**src/rtl/cipher_lock_if.sv**
```systemverilog
// Keypad-to-lock bus: key pulses in, lock status and display data out.
interface cipher_lock_if;
  logic        key_en;
  logic [3:0]  key_num;
  logic        unlocked;
  logic        alarm;
  logic        set_mode;
  logic [1:0]  err_cnt;
  logic [15:0] disp_data;
  logic [2:0]  disp_cnt;
  logic [1:0]  state;

  modport master (
    output key_en, key_num,
    input  unlocked, alarm, set_mode, err_cnt, disp_data, disp_cnt, state
  );

  modport slave (
    input  key_en, key_num,
    output unlocked, alarm, set_mode, err_cnt, disp_data, disp_cnt, state
  );
endinterface

```
**src/rtl/cipher_lock_ctrl.sv**
```systemverilog
// Password-lock controller: collects 4 digits, unlocks on match, supports password change,
// and enters a timed alarm lockout after MAX_ERR consecutive failures.
module cipher_lock_ctrl #(
  parameter logic [15:0] DEFAULT_PW  = 16'h1234,
  parameter int unsigned MAX_ERR     = 3,
  parameter int unsigned LOCK_CYCLES = 100_000_000
) (
  input logic          clk,
  input logic          reset,
  cipher_lock_if.slave bus
);

  typedef enum logic [1:0] {
    StLocked   = 2'd0,
    StUnlocked = 2'd1,
    StSet      = 2'd2,
    StAlarm    = 2'd3
  } state_e;

  localparam logic [1:0]  MaxErr   = 2'(MAX_ERR);
  localparam logic [26:0] LockLoad = 27'(LOCK_CYCLES - 1);
  localparam logic [3:0]  KeyA     = 4'ha;
  localparam logic [3:0]  KeyStar  = 4'he;
  localparam logic [3:0]  KeyHash  = 4'hf;

  // Key inputs are registered first, giving the one-cycle input-to-output latency.
  logic        r_key_en;
  logic [3:0]  r_key_num;
  state_e      r_state,     w_state;
  logic [15:0] r_pw,        w_pw;
  logic [15:0] r_disp_data, w_disp_data;
  logic [2:0]  r_disp_cnt,  w_disp_cnt;
  logic [1:0]  r_err_cnt,   w_err_cnt;
  logic [26:0] r_timer,     w_timer;

  logic w_is_digit;
  logic w_can_shift;
  logic w_full;

  assign w_is_digit  = (r_key_num <= 4'd9);
  assign w_full      = (r_disp_cnt == 3'd4);
  assign w_can_shift = r_key_en && w_is_digit && !w_full;

  // State and input registers with asynchronous reset.
  always_ff @(posedge clk or posedge reset) begin
    if (reset) begin
      r_key_en    <= 1'b0;
      r_key_num   <= 4'd0;
      r_state     <= StLocked;
      r_pw        <= DEFAULT_PW;
      r_disp_data <= 16'd0;
      r_disp_cnt  <= 3'd0;
      r_err_cnt   <= 2'd0;
      r_timer     <= 27'd0;
    end else begin
      r_key_en    <= bus.key_en;
      r_key_num   <= bus.key_num;
      r_state     <= w_state;
      r_pw        <= w_pw;
      r_disp_data <= w_disp_data;
      r_disp_cnt  <= w_disp_cnt;
      r_err_cnt   <= w_err_cnt;
      r_timer     <= w_timer;
    end
  end

  // Next-state logic: digit entry, code check, password change and alarm countdown.
  always_comb begin
    w_state     = r_state;
    w_pw        = r_pw;
    w_disp_data = r_disp_data;
    w_disp_cnt  = r_disp_cnt;
    w_err_cnt   = r_err_cnt;
    w_timer     = r_timer;

    unique case (r_state)
      StLocked: begin
        if (w_can_shift) begin
          w_disp_data = {r_disp_data[11:0], r_key_num};
          w_disp_cnt  = r_disp_cnt + 3'd1;
        end else if (r_key_en && r_key_num == KeyStar) begin
          w_disp_data = 16'd0;
          w_disp_cnt  = 3'd0;
        end else if (r_key_en && r_key_num == KeyHash) begin
          w_disp_data = 16'd0;
          w_disp_cnt  = 3'd0;
          if (w_full && r_disp_data == r_pw) begin
            w_state   = StUnlocked;
            w_err_cnt = 2'd0;
          end else begin
            w_err_cnt = r_err_cnt + 2'd1;
            if (r_err_cnt + 2'd1 == MaxErr) begin
              w_state = StAlarm;
              w_timer = LockLoad;
            end
          end
        end
      end
      StUnlocked: begin
        if (r_key_en && r_key_num == KeyA) begin
          w_state     = StSet;
          w_disp_data = 16'd0;
          w_disp_cnt  = 3'd0;
        end else if (r_key_en && r_key_num == KeyStar) begin
          w_state     = StLocked;
          w_disp_data = 16'd0;
          w_disp_cnt  = 3'd0;
        end
      end
      StSet: begin
        if (w_can_shift) begin
          w_disp_data = {r_disp_data[11:0], r_key_num};
          w_disp_cnt  = r_disp_cnt + 3'd1;
        end else if (r_key_en && r_key_num == KeyHash && w_full) begin
          w_pw        = r_disp_data;
          w_state     = StUnlocked;
          w_disp_data = 16'd0;
          w_disp_cnt  = 3'd0;
        end else if (r_key_en && r_key_num == KeyStar) begin
          w_state     = StUnlocked;
          w_disp_data = 16'd0;
          w_disp_cnt  = 3'd0;
        end
      end
      StAlarm: begin
        // Keys are ignored here, including one landing on the expiry cycle.
        if (r_timer == 27'd0) begin
          w_state     = StLocked;
          w_err_cnt   = 2'd0;
          w_disp_data = 16'd0;
          w_disp_cnt  = 3'd0;
        end else begin
          w_timer = r_timer - 27'd1;
        end
      end
    endcase
  end

  assign bus.state     = r_state;
  assign bus.unlocked  = (r_state == StUnlocked) || (r_state == StSet);
  assign bus.set_mode  = (r_state == StSet);
  assign bus.alarm     = (r_state == StAlarm);
  assign bus.err_cnt   = r_err_cnt;
  assign bus.disp_data = r_disp_data;
  assign bus.disp_cnt  = r_disp_cnt;

endmodule

```
**src/flat_wrapper.sv**
```systemverilog
// flat-port wrapper written by rule: the top's interface ports become plain ports
module cipher_lock_ctrl_flat 
#(
  parameter logic [15:0] DEFAULT_PW  = 16'h1234,
  parameter int unsigned MAX_ERR     = 3,
  parameter int unsigned LOCK_CYCLES = 100_000_000
)
  (clk, reset, bus_key_en, bus_key_num, bus_unlocked, bus_alarm, bus_set_mode, bus_err_cnt, bus_disp_data, bus_disp_cnt, bus_state);
  cipher_lock_if bus_i ();
  input logic clk;
  input logic reset;
  input wire logic [$bits(bus_i.key_en)-1:0] bus_key_en;
  input wire logic [$bits(bus_i.key_num)-1:0] bus_key_num;
  output wire logic [$bits(bus_i.unlocked)-1:0] bus_unlocked;
  output wire logic [$bits(bus_i.alarm)-1:0] bus_alarm;
  output wire logic [$bits(bus_i.set_mode)-1:0] bus_set_mode;
  output wire logic [$bits(bus_i.err_cnt)-1:0] bus_err_cnt;
  output wire logic [$bits(bus_i.disp_data)-1:0] bus_disp_data;
  output wire logic [$bits(bus_i.disp_cnt)-1:0] bus_disp_cnt;
  output wire logic [$bits(bus_i.state)-1:0] bus_state;
  assign bus_i.key_en = bus_key_en;
  assign bus_i.key_num = bus_key_num;
  assign bus_unlocked = bus_i.unlocked;
  assign bus_alarm = bus_i.alarm;
  assign bus_set_mode = bus_i.set_mode;
  assign bus_err_cnt = bus_i.err_cnt;
  assign bus_disp_data = bus_i.disp_data;
  assign bus_disp_cnt = bus_i.disp_cnt;
  assign bus_state = bus_i.state;
  cipher_lock_ctrl #(.DEFAULT_PW(DEFAULT_PW), .MAX_ERR(MAX_ERR), .LOCK_CYCLES(LOCK_CYCLES)) u_core (.clk(clk), .reset(reset), .bus(bus_i));
endmodule
```
**config.mk**
```make
export PLATFORM = sky130hd
export DESIGN_NAME = cipher_lock_ctrl_flat
export DESIGN_NICKNAME = d
export VERILOG_FILES = /design/src/rtl/cipher_lock_if.sv /design/src/rtl/cipher_lock_ctrl.sv /design/src/flat_wrapper.sv
export SDC_FILE = /design/constraint.sdc
export NUM_CORES = 1
export LEC_CHECK = 0
export CAP_MARGIN = 20
export CELL_PAD_IN_SITES_DETAIL_PLACEMENT = 2
export CELL_PAD_IN_SITES_GLOBAL_PLACEMENT = 2
export CORE_ASPECT_RATIO = 0.7
export CORE_MARGIN = 2
export CORE_UTILIZATION = 38
export DETAILED_ROUTE_END_ITERATION = 8
export PLACE_DENSITY = 0.81
export SLEW_MARGIN = 10
export SYNTH_ARGS = -nofsm -noshare
export SYNTH_HDL_FRONTEND = slang
export SYNTH_SLANG_ARGS = --single-unit
```
**constraint.sdc**
```tcl
create_clock -name clk -period 2.8 [get_ports clk]
set_clock_uncertainty 0.1 [all_clocks]
set_input_delay 0.56 -clock clk [delete_from_list [all_inputs] [get_ports clk]]
set_output_delay 0.56 -clock clk [all_outputs]
set_load 0.005 [all_outputs]
```
Word level (Yosys, flattened, before mapping). Index checks and enable logic that the tools add are counted. Widths: inputs -> output; s select.

Bits in registers: 71. Word-level logic and storage cells: 93.

Add/subtract/negate cells: 3. Magnitude comparators: 1. Equality and inequality tests: 21. Mux-type cells: 42. Bitwise operators: 1. Reductions and logical operators: 17.

Operators with widths (count): $mux 27 (6); $mux 16 (8); $pmux 16 s4 (1); $pmux 27 s2 (1); $mux 2 (15); $logic_not 27->1 (1); $sub 27x1->27 const B (1); $mux 3 (8); $eq 16x16->1 (1); $eq 4x4->1 const B (3); $pmux 3 s4 (1); $ne 2x2->1 const B (5); $ne 3x1->1 const B (3); $pmux 2 s4 (1); $reduce_and 8->1 (1); $logic_and 1x1->1 (7); $reduce_and 7->1 (1); $eq 2x2->1 const B (3); $ne 2x1->1 const B (3); $reduce_and 5->1 (1); $le 4x4->1 const B (1); $ne 4x1->1 const B (1); $pmux 2 s2 (1); $add 3x1->3 const B (1); other kinds (10) (10).

Longest topological paths before layout.
Depth after elaboration: 8. Gate-level depth with buffers: 10.

Least setup slack after synthesis. No wires, ideal clock.

Kind: register -> register. Start point: register u_core.r_timer[0]. End point: register u_core.r_disp_cnt[1], in the netlist u_core.bus.disp_cnt[1]. Library setup time: 0.121 ns. Arrival: 2.323 ns. Slack: 0.256 ns. Cell stages (with the launch flop): 10. Period minus slack after synthesis: 2.544 ns. Cells stage by stage: dfrtp_1 -> inv_1 -> ha_1 -> or4b_1 -> nor3_1 -> and4_2 -> buf_2 -> o221ai_2 -> buf_2 -> a22o_2.

Word-level cells in the longest chain between the ends: 3.

RTL lines: start: declaration (RTL line cipher_lock_ctrl.sv:34) `logic [26:0] r_timer, w_timer;`; start signal: assignment (RTL line cipher_lock_ctrl.sv:63) `r_timer <= w_timer;`; $logic_not 27->1 (RTL line cipher_lock_ctrl.sv:127) `if (r_timer == 27'd0) begin`; $ne 2x1->1 (no line); $reduce_and 2->1 (no line); end signal: assignment (RTL line cipher_lock_ctrl.sv:61) `r_disp_cnt <= w_disp_cnt;`; end: declaration (RTL line cipher_lock_ctrl.sv:32) `logic [2:0] r_disp_cnt, w_disp_cnt;`.

Every way passes these cells. A chain may end at the register's enable or synchronous reset.

Worst setup path after layout.
Start point: register u_core.r_timer[19]. End point: register u_core.r_disp_data[4], in the netlist u_core.bus.disp_data[4].

Word-level cells in the longest chain between the ends: 3.

RTL lines: $logic_not 27->1 (RTL line cipher_lock_ctrl.sv:127); $ne 2x1->1 (no line); $reduce_and 2->1 (no line); end signal: assignment (RTL line cipher_lock_ctrl.sv:60) `r_disp_data <= w_disp_data;`; end: declaration (RTL line cipher_lock_ctrl.sv:31) `logic [15:0] r_disp_data, w_disp_data;`.

Every way passes these cells.

==> results.txt <==
status: complete, no violations
Clock Tree Buf Depth: 2
Layout area overhead: 23.8%
Crit path required time: 2.92 ns
most frequent cells in the layout: 65 x dfrtp_1, 32 x clkdlybuf4s50_1, 21 x o21ai_0, 19 x mux2_2
worst min path class: flop to flop
drt total wl: 11900 um
vias post-DR: 3109
Std-Cell Rows: 29
root buffer cell: clkbuf_16
Max stage delay on crit path: 0.69 ns
RSZ-0062 raised after global routing: no
# diodes: 0
part of the power in registers: 0.337
Post-Syn Instances: 340
Max-Cap Viols: 0
Logic pwr share: 0.401
measured slew at the worst slew-check pin: 0.608 ns
Post-synth EDFFs: 0
grt total ovfl: 0
leakage: 1.94 nW
CP max FO: 15
die area: 10500 um2
initial antenna violation count: 0
VDD IR-drop max: 0.448 mV
H-tree levels: 3
final worst slack: 0.109 ns
I/O Buffers: 32
TritonCTS clock tree: built
CP startpoint kind: flop
DRC violations left: 0
largest net degree at the start of global routing: 72
Post-synth ARST share: 1.00
clock sinks: 71
DP Worst Slack: -0.100 ns
Antenna Nets Post-Route: 0
Inserted Clock Buffers: 9
Avg WL per Cell: 23.1 um
Clk Latency, worst-skew pair: 0.34 ns
Pre-Repair DR Iteration Count: 4
Initial Util: 0.398
cts hold-fix bufs: 0
DIE HEIGHT: 86.2 um
Slew headroom: 0.591
fmax: 372 MHz
top_reg_cell synth: dfrtp_1
Reg clk slew, reported paths: 0.06 ns
Clock Power Share: 0.262
synth unique cells: 54
CP arrival: 2.81 ns
nets: 401
Synth warnings: 0
die width: 121 um
final core utilization: 0.492
GPL Wtd Cong: 0.824
Mapped Nets: 356
FF+latch count, synth: 71
# setup viols final: 0
Synth Cell Area: 3660 um2
kind of critical path: flop to flop
Pwr Density: 899 nW/um2
internal power: 2.48 mW
CP max-delay cell: or4_1
crit-path cells: or4_1 > nor4_4 > and4_2 > o221ai_2 > buf_4 > a22o_2
sw frac: 0.393
sequential-to-total area share from yosys stat: 0.487
kind of end point of the critical path: flop
first-pass GRT wire length: 19400 um
DRT iter0 DRCs: 154
Total Routing Usage GR: 0.244
drt via density: 6.05
commonest non-fill, non-tap cell in the layout: dfrtp_1
Final Cycle Share: 0.961
vias in the first global route: 3461
syn_area_per_cell: 10.8 um2
number of top-level pins: 33
Slew Limit Fails: 0
minimum clock period: 2.69 ns
Post-DP HPWL: 8030 um
switching power: 1.60 mW
Final Hold Viols: 0
core area: 9220 um2
share of cells above drive strength 1: 0.246
## critical path, delay by kind of cell, from the launching register on
family	cells	cell delay [ns]
simple gates	3	1.36
flops	1	0.43
compound gates	2	0.42
buf+inv	1	0.25
## power by group through the flow
stage | combinational, mW | clock (mW) | sequential, mW
detailed placement | 1.57 | 0 | 1.39
CTS | 1.61 | 1.09 | 1.37
global placement | 1.49 | 0 | 1.36
finish | 1.64 | 1.07 | 1.37
global route | 1.79 | 1.14 | 1.40
floorplan | 0.876 | 0 | 1.33
## layer usage
layer  wire length (um)  part of all wire  GRT usage  up-vias
met5                  0                 0          0        -
met4                192             0.016     0.0763        0
met3                516             0.043     0.0512       20
met2               5540              0.47      0.379       77
met1               5640              0.47      0.344     1623
li1                   -                 -          -     1389
## cells in the mapped netlist (all sizes together) (3+ instances only)
cell	n	area, um2
o41ai	6	52.6
xor2	16	140
nand3	5	25.0
nand2b	3	18.8
ha	9	113
nand2	19	73.8
o21ai	23	115
o31ai	6	45.0
nand4	5	46.3
clkbuf	12	45.0
mux2	19	214
nor4	15	109
buf	7	47.5
inv	14	52.6
a21oi	18	90.1
or4	6	47.6
dfrtp	66	1650
nor2	9	36.3
dfstp	5	131
nor3	12	60.1
and2	4	25.0
a22o	20	196
o22ai	3	18.8
a31oi	13	81.3
## layout make-up
cell class / count / area [um2]
inverter: 14 / 52.6
clock inverter: 6 / 36.3
tap: 124 / 155
sequential: 71 / 1780
timing repair buffer: 53 / 502
fill: 945 / 4680
multi-input combinational: 236 / 1770
clock buffer: 10 / 239
## repair_timing
action,4_1_cts,5_1_grt
setup endpoints to repair,6,35
resized for setup,3,9
buffers inserted,0,0
pin swaps,0,0
## state kept, by name (all words and copies together) (netlist names)
name,cells
u_core.r_key_en,1
u_core.bus.disp_data,16
u_core.r_timer,27
u_core.bus.disp_cnt,3
u_core.r_pw,16
u_core.bus.err_cnt,2
u_core.bus.state,2
u_core.r_key_num,4
## stage by stage
step	cell area (um2)	total power, mW	TNS, ns	hold slack, ns	instances
finish	4540	4.08	0	0.422	514
global route	4540	4.33	0	0.450	514
CTS	4510	4.07	0	0.420	514
detailed placement	4220	2.96	-0.316	0.404	498
global placement	4220	2.85	0	0.388	498
floorplan	3660	2.21	0	0.365	340
## kinds of logic after synthesis
group,after synthesis,synth area share
AO/OA/AOI/OAI,104,0.204
XOR/XNOR,16,0.0383
adder cells (fa/ha/maj),9,0.0307
buffers and inverters,33,0.0396
flip-flops,71,0.487
multiplexers,20,0.0611
AND/OR/NAND/NOR,87,0.140
## path summary, 6_finish.rpt
path	from	to	slack, ns	cells past startpoint
hold reg to reg	u_core.r_timer[12]	u_core.r_timer[12]	0.42	1
hold / removal	u_core.r_timer[12]	u_core.r_timer[12]	0.42	1
min in group asynchronous	reset	u_core.r_timer[12]	0.53	3
setup / recovery	u_core.r_timer[19]	u_core.bus.disp_data[4]	0.11	6
setup reg to reg	u_core.r_timer[19]	u_core.bus.disp_data[4]	0.11	6
max in group asynchronous	reset	u_core.r_pw[4]	1.74	3
Note: power is estimated with default switching activity, not from simulation.
